File: src/rtl/serial_adder_pkg.sv
// serial_adder_pkg
//   Shared definitions for the bit-serial arithmetic blocks.
//   - FSM state encoding (IDLE / RUN / DONE)
//   - idx_width(): width of the bit-index counter for an N-bit operand.
//     One extra bit over $clog2(N) keeps N=1 at a legal, non-zero width.
package serial_adder_pkg;

  localparam logic [1:0] IDLE = 2'd0;
  localparam logic [1:0] RUN  = 2'd1;
  localparam logic [1:0] DONE = 2'd2;

  function automatic int idx_width(input int n);
    return $clog2(n) + 1;
  endfunction

endpackage

File: src/rtl/serial_adder_full_adder.sv
// full_adder
//   Combinational 1-bit full-adder cell shared by the serial arithmetic
//   blocks. A serial subtractor reuses it with i_b inverted and carry-in 1.
// Ports:
//   i_a, i_b   operand bits
//   i_carry    carry in
//   o_sum      sum bit
//   o_carry    carry out
module full_adder (
  input  logic i_a,
  input  logic i_b,
  input  logic i_carry,
  output logic o_sum,
  output logic o_carry
);

  assign o_sum   = i_a ^ i_b ^ i_carry;
  assign o_carry = (i_a & i_b) | (i_a & i_carry) | (i_b & i_carry);

endmodule

File: src/rtl/serial_adder.sv
// serial_adder
//   Bit-serial N-bit unsigned adder. Operands are captured on an accepted
//   start, then one bit per clock (LSB first) passes through a single
//   full-adder cell. The completed sum and carry-out are published together
//   with a one-cycle done pulse; ports never show partial results.
// Ports:
//   i_clock    system clock, rising edge
//   i_reset_n  synchronous active-low reset, aborts any addition in flight
//   i_start    start request, only honoured in IDLE
//   i_augend   first operand, captured on the accepted-start edge
//   i_addend   second operand, captured on the accepted-start edge
//   o_busy     high in RUN and DONE
//   o_done     one-cycle result-valid pulse
//   o_sum      registered sum, held until the next result
//   o_carry    registered carry out of bit N-1, held with o_sum
//
// state | meaning
// ------+-----------------------------------------------------------
// IDLE  | waiting for i_start, outputs hold the last result
// RUN   | one bit per edge through the full adder, N edges total
// DONE  | result valid, o_done high for this single cycle
module serial_adder
  import serial_adder_pkg::*;
#(
  parameter int N = 4
) (
  input  logic         i_clock,
  input  logic         i_reset_n,
  input  logic         i_start,
  input  logic [N-1:0] i_augend,
  input  logic [N-1:0] i_addend,
  output logic         o_busy,
  output logic         o_done,
  output logic [N-1:0] o_sum,
  output logic         o_carry
);

  localparam int IDXW = idx_width(N);

  if (N < 1) begin : g_bad_width
    $error("serial_adder: N must be at least 1");
  end

  logic [1:0]      state;
  logic [N-1:0]    a_sr;
  logic [N-1:0]    b_sr;
  logic [N-1:0]    res_sr;
  logic [N-1:0]    res_next;
  logic            carry;
  logic [IDXW-1:0] bit_idx;
  logic            fa_sum;
  logic            fa_carry;
  logic            last_bit;

  full_adder u_fa (
    .i_a     (a_sr[0]),
    .i_b     (b_sr[0]),
    .i_carry (carry),
    .o_sum   (fa_sum),
    .o_carry (fa_carry)
  );

  // New sum bit enters at the MSB; after N shifts bit k sits at position k.
  // Written as shift-then-overwrite so N=1 needs no special case.
  always_comb begin
    res_next        = res_sr >> 1;
    res_next[N-1]   = fa_sum;
  end

  assign last_bit = (bit_idx == IDXW'(N - 1));

  always_ff @(posedge i_clock) begin
    if (!i_reset_n) begin
      state   <= IDLE;
      a_sr    <= '0;
      b_sr    <= '0;
      res_sr  <= '0;
      carry   <= 1'b0;
      bit_idx <= '0;
      o_busy  <= 1'b0;
      o_done  <= 1'b0;
      o_sum   <= '0;
      o_carry <= 1'b0;
    end else begin
      case (state)
        IDLE: begin
          if (i_start) begin
            a_sr    <= i_augend;
            b_sr    <= i_addend;
            res_sr  <= '0;
            carry   <= 1'b0;
            bit_idx <= '0;
            o_busy  <= 1'b1;
            state   <= RUN;
          end
        end
        RUN: begin
          a_sr    <= a_sr >> 1;
          b_sr    <= b_sr >> 1;
          res_sr  <= res_next;
          carry   <= fa_carry;
          bit_idx <= bit_idx + 1'b1;
          if (last_bit) begin
            // Ports update only here, so they go straight from the old
            // result to the new one.
            o_sum   <= res_next;
            o_carry <= fa_carry;
            o_done  <= 1'b1;
            state   <= DONE;
          end
        end
        DONE: begin
          o_done <= 1'b0;
          o_busy <= 1'b0;
          state  <= IDLE;
        end
        default: begin
          o_done <= 1'b0;
          o_busy <= 1'b0;
          state  <= IDLE;
        end
      endcase
    end
  end

endmodule

File: config.mk
export PLATFORM = sky130hd
export DESIGN_NAME = serial_adder
export DESIGN_NICKNAME = d
export VERILOG_FILES = /design/src/rtl/serial_adder_pkg.sv /design/src/rtl/serial_adder_full_adder.sv /design/src/rtl/serial_adder.sv
export SDC_FILE = /design/constraint.sdc
export NUM_CORES = 1
export LEC_CHECK = 0
export ABC_AREA = 1
export CAP_MARGIN = 20
export CORE_ASPECT_RATIO = 0.8
export CORE_UTILIZATION = 50
export DETAILED_ROUTE_END_ITERATION = 7
export PLACE_DENSITY = 0.76
export SKIP_LAST_GASP = 1
export SYNTH_ARGS = -nofsm -noshare
export SYNTH_HDL_FRONTEND = slang
export SYNTH_HIERARCHICAL = 1
export SYNTH_SLANG_ARGS = --single-unit
File: constraint.sdc
create_clock -name i_clock -period 1.4 [get_ports i_clock]
set_input_delay 0.28 -clock i_clock [delete_from_list [all_inputs] [get_ports i_clock]]
set_output_delay 0.28 -clock i_clock [all_outputs]
set_load 0.03 [all_outputs]
; ---- After elaboration in Yosys (flattened, before gate mapping)
; Cells that the tools add are included.
[word_totals]
out_inout_bits = 7
input_bits = 11
regBits = 25
elab_cells = 48
[classes]
bitwise_logic = 9
n_eq_ne = 4
mux = 17
add_sub_neg = 1
n_reduce_logical = 7
[ops]
columns = cell, n
row1 = 4-bit case mux with 2 select lines, 3
row2 = 4-bit 2-to-1 mux, 3
row3 = 2-bit AND reduction, 5
row4 = 1-bit case mux with 2 select lines, 3
row5 = 3-bit case mux with 2 select lines, 1
row6 = 2-bit 2-to-1 mux, 2
row7 = 2-bit != test (second input constant), 2
row8 = 2-bit case mux with 2 select lines, 1
row9 = 3-bit by 1-bit adder with 3-bit output (second input constant), 1
row10 = 1-bit AND, 3
row11 = 3-bit by 2-bit equality test with 1-bit output (second input constant), 1
row12 = 1-bit 2-to-1 mux, 3
row13 = 3-bit 2-to-1 mux, 1
row14 = 2-bit by 1-bit equality test with 1-bit output (second input constant), 1
row15 = 2-bit zero test, 1
row16 = 1-bit inverter, 2
row17 = 1-bit bitwise OR, 2
row18 = 2-bit nonzero test, 1
row19 = 1-bit XOR, 2

; ---- Longest topological paths before layout
[depth]
word_depth = 4
depth_mapped = 7

; ---- Modules after synthesis
; Netlist, hierarchy kept.
[by_module_without_submodules]
columns = mod, seq_area_each_um2, cells_each, area_per_inst_um2, instances
row1 = serial_adder, 480.5, 145, 1008.5, 1
row2 = full_adder, 0.0, 1, 20.0, 1

; ---- Least setup slack after synthesis
; Ideal clock, no wire load.
[synth_path]
path_type = flip-flop to flip-flop
start = register bit_idx[0]
end = register o_carry
path_stages_with_launch = 8
arrival_ns = 1.101
setup_ns = 0.116
slack_ns = 0.183
synth_period_minus_slack_ns = 1.217
path_buffers = 0
cell_sequence = dfxtp_1 -> ha_1 -> ha_1 -> nand2_1 -> nor2_1 -> inv_1 -> nor2_1 -> nor2_1
[synth_via]
elab_chain_len = 2
[synth_lines]
columns = element, line
row1 = start: declaration, serial_adder.sv:50  ; logic [IDXW-1:0] bit_idx;
row2 = start signal: assignment, serial_adder.sv:102  ; bit_idx <= bit_idx + 1'b1;
row3 = 3-bit by 2-bit equality test with 1-bit output, serial_adder.sv:70  ; assign last_bit = (bit_idx == IDXW'(N - 1));
row4 = 2-bit AND reduction (no line), --
row5 = end signal: assignment, serial_adder.sv:107  ; o_carry <= fa_carry;
row6 = end: declaration, serial_adder.sv:35  ; output logic o_carry
; No other way between the ends.
; A chain may end at the register's enable or synchronous reset.

; ---- Final worst setup path
[layout_path]
start = register o_sum[2]
end = output o_sum[2]
[layout_rtl]
columns = element, line
row1 = start: declaration, serial_adder.sv:34  ; output logic [N-1:0] o_sum,
row2 = start signal: assignment, serial_adder.sv:106  ; o_sum <= res_next;
; No word-level cell between the ends.

==> flow_summary.json <==
{
  "drive_above_1_share": 0.0651,
  "status": "finished clean",
  "fp.coreArea_um2": 1910,
  "clkSlewWorstSetupHoldPaths_ns": 0.12,
  "holdPathStages": 2,
  "timing.rr.end": "o_sum[0]",
  "grt_overflow_total": 0,
  "min_to": "b_sr[3]",
  "power.density_nw_per_um2": 946,
  "met1_usage": 0.256,
  "critical-path-max-stage-delay_ns": 0.41,
  "p_leak_uw": 0.000647,
  "synthCells": 146,
  "min_from": "b_sr[3]",
  "fmax_mhz": 737,
  "drt-vias-per-instance": 4.68,
  "io_buffers": 17,
  "synth.area.top_cells": "dfxtp_1, nand2_1, nor2_1",
  "gr-usage-all-layers": 0.197,
  "crit_path_start_kind": "register",
  "min_period_ns": 1.36,
  "crit_path_cell_trace": "dlygate4sd2_1",
  "utilization": 0.667,
  "critPathRequiredTime_ns": 1.12,
  "via_count": 904,
  "rsz0062_at_grt": "no",
  "layout.nets": 185,
  "avgRoutedWirePerCell_um": 10.2,
  "syn_nets": 160,
  "finalSetupViolCount": 0,
  "clkSinkCount": 24,
  "r2r_slack_ns": 0.10,
  "ys_warn_count": 6,
  "combPwrFrac": 0.149,
  "synthesis.area_um2": 1030,
  "cts_root_buf": "clkbuf_4",
  "netSwitchingPower_uw": 308,
  "hold_viol": 0,
  "fp-row-count": 14,
  "path_class": "reg2out",
  "clock_power_share": 0.246,
  "worst_pin_slew_ns": 0.320,
  "grt_pass1_wl_um": 3310,
  "gp_congestion": 0.756,
  "drv_slew": 0,
  "die_width_um": 52.7,
  "grt_antenna_before_repair": 0,
  "grt_max_degree": 20,
  "crit_slowest_cell": "dlygate4sd2_1",
  "syn_to_final_growth_pct": 23.8,
  "dr.pass1.iters": 4,
  "busiest_layer": "met2",
  "die_y_um": 42.6,
  "worst_setup_path_end_kind": "output pin",
  "synth_area_per_cell_um2": 7.04,
  "post_cts_buffers": 0,
  "internal-power_uw": 897,
  "cts_tree": "yes",
  "min_path_type": "reg2reg",
  "sequentialPowerShare": 0.605,
  "cts_max_level": 1,
  "met2_usage": 0.319,
  "grt_pass1_vias": 789,
  "met3_usage": 0.0543,
  "synth_area_leader_cell": "dfxtp_1",
  "pin_count": 18,
  "drt-total-wl_um": 1960,
  "fin_crit_sh": 0.969,
  "worst-r2r-cell-count": 7,
  "final_antenna_net_count": 0,
  "fin_worst_skew_ns": 0.00182,
  "route.detailed.drc": 0,
  "vdd.ir_drop.worst_v": 0.000578,
  "synth_top_area_share": 0.467,
  "clk_latency_ns": 0.31,
  "crit_arrival_ns": 1.08,
  "reg2reg_from": "bit_idx[0]",
  "die-area_um2": 2240,
  "seq_area_frac_synth": 0.467,
  "cts_buffer_depth": 2,
  "slew_headroom": 0.787,
  "synth_cell_types": 14,
  "start_util": 0.539,
  "numCtsBuffers": 3,
  "cp_num_buf_inv": 1,
  "dp_hpwl_um": 1490,
  "finalSetupTns_ns": 0,
  "maxCapViolations": 0,
  "ys_ff_latch": 24,
  "cp_top_family": "buffers and inverters",
  "drt_iter0_drc": 11,
  "crit_fanout": 2,
  "n_antenna_cell": 0,
  "swShare": 0.256
}
## cells in the mapped netlist
cell type / instances
nand2_1: 42
buf_6: 2
o21ai_4: 1
ha_1: 2
buf_4: 1
o21ai_0: 6
dfxtp_1: 24
nand3_1: 7
nor2_1: 35
clkbuf_1: 1
nor3_1: 1
a21oi_1: 6
fa_1: 1
inv_1: 17
## power by group through the flow
| stage | registers (uW) | clock network (uW) | logic [uW] |
|---|---|---|---|
| final | 729 | 296 | 180 |
| after global routing | 734 | 325 | 204 |
| after CTS | 730 | 305 | 181 |
| after detailed placement | 745 | 0 | 182 |
| after global placement | 743 | 0 | 178 |
| after floorplan | 747 | 0 | 109 |
## per-stage QoR
step           instances  area (um^2)  worst slack [ns]  hold slack [ns]  power [uW]
2_1_floorplan        146         1030             0.183            0.416         856
3_3_place_gp         190         1260            0.0804            0.450         921
3_5_place_dp         190         1260            0.0377            0.464         927
4_1_cts              193         1270            0.0318            0.483        1220
5_1_grt              193         1270           0.00707            0.499        1260
6_report             193         1270            0.0439            0.478        1210
## cell type report
type | instances | area, um^2
Clock buffer | 3 | 22.5
Fill cell | 177 | 636
Inverter | 17 | 63.8
Multi-Input combinational cell | 101 | 450
Sequential cell | 24 | 480
Tap cell | 24 | 30.0
Timing Repair Buffer | 24 | 226
## logic make-up (layout without fill, tap and decap cells)
logic type,after synthesis,in the layout,synth area share
and+or+nand+nor,85,85,0.320
DFF,24,24,0.467
buffers and inverters,21,44,0.0949
AOI/OAI and AO/OA,13,13,0.0742
adders and majority gates,3,3,0.0438
## repair_timing
| item | 4_1_cts | 5_1_grt |
|---|---|---|
| setup endpoints to repair | 7 | 2 |
| hold buffers | 0 | 0 |
| pin swaps | 0 | 0 |
| resized for setup | 7 | 2 |
## sequential cells by signal (all words and copies together) (netlist names)
register	cells
res_sr	3
b_sr	4
o_sum	4
o_done	1
state	2
o_busy	1
carry	1
a_sr	4
bit_idx	3
o_carry	1
## metal layers
metal / wire length [um] / up-vias
met5: 0 / -
met4: 13 / 0
met3: 77 / 3
met2: 871 / 14
met1: 997 / 396
li1: - / 491
## worst max path at each step
stage	startpoint	end	slack, ns	cells past startpoint
after floorplan	bit_idx[0]	o_carry	0.18	7
final	o_sum[2]	o_sum[2]	0.04	1
after detailed placement	i_start	b_sr[2]	0.04	6
after global routing	bit_idx[0]	o_sum[3]	0.007	7
after global placement	i_start	a_sr[0]	0.08	6
after CTS	o_sum[2]	o_sum[2]	0.03	1
## cells in the final DEF, fill, tap and decap left out
cell type / count
nand2_1: 42
nor2_1: 35
dfxtp_1: 24
inv_1: 17
clkdlybuf4s50_1: 10
nand3_1: 7
dlygate4sd2_1: 7
a21oi_1: 6
buf_4: 6
o21ai_0: 4
clkbuf_4: 3
o21ai_1: 2
ha_1: 2
o21ai_4: 1
nor3_1: 1
buf_12: 1
fa_1: 1
## tightest hold or removal path: cells and delay by family (launching register included)
family	cells	cell delay, ns
AND/OR/NAND/NOR	2	0.11
flip-flops	1	0.33
Note: power is estimated with default switching activity, not from simulation.
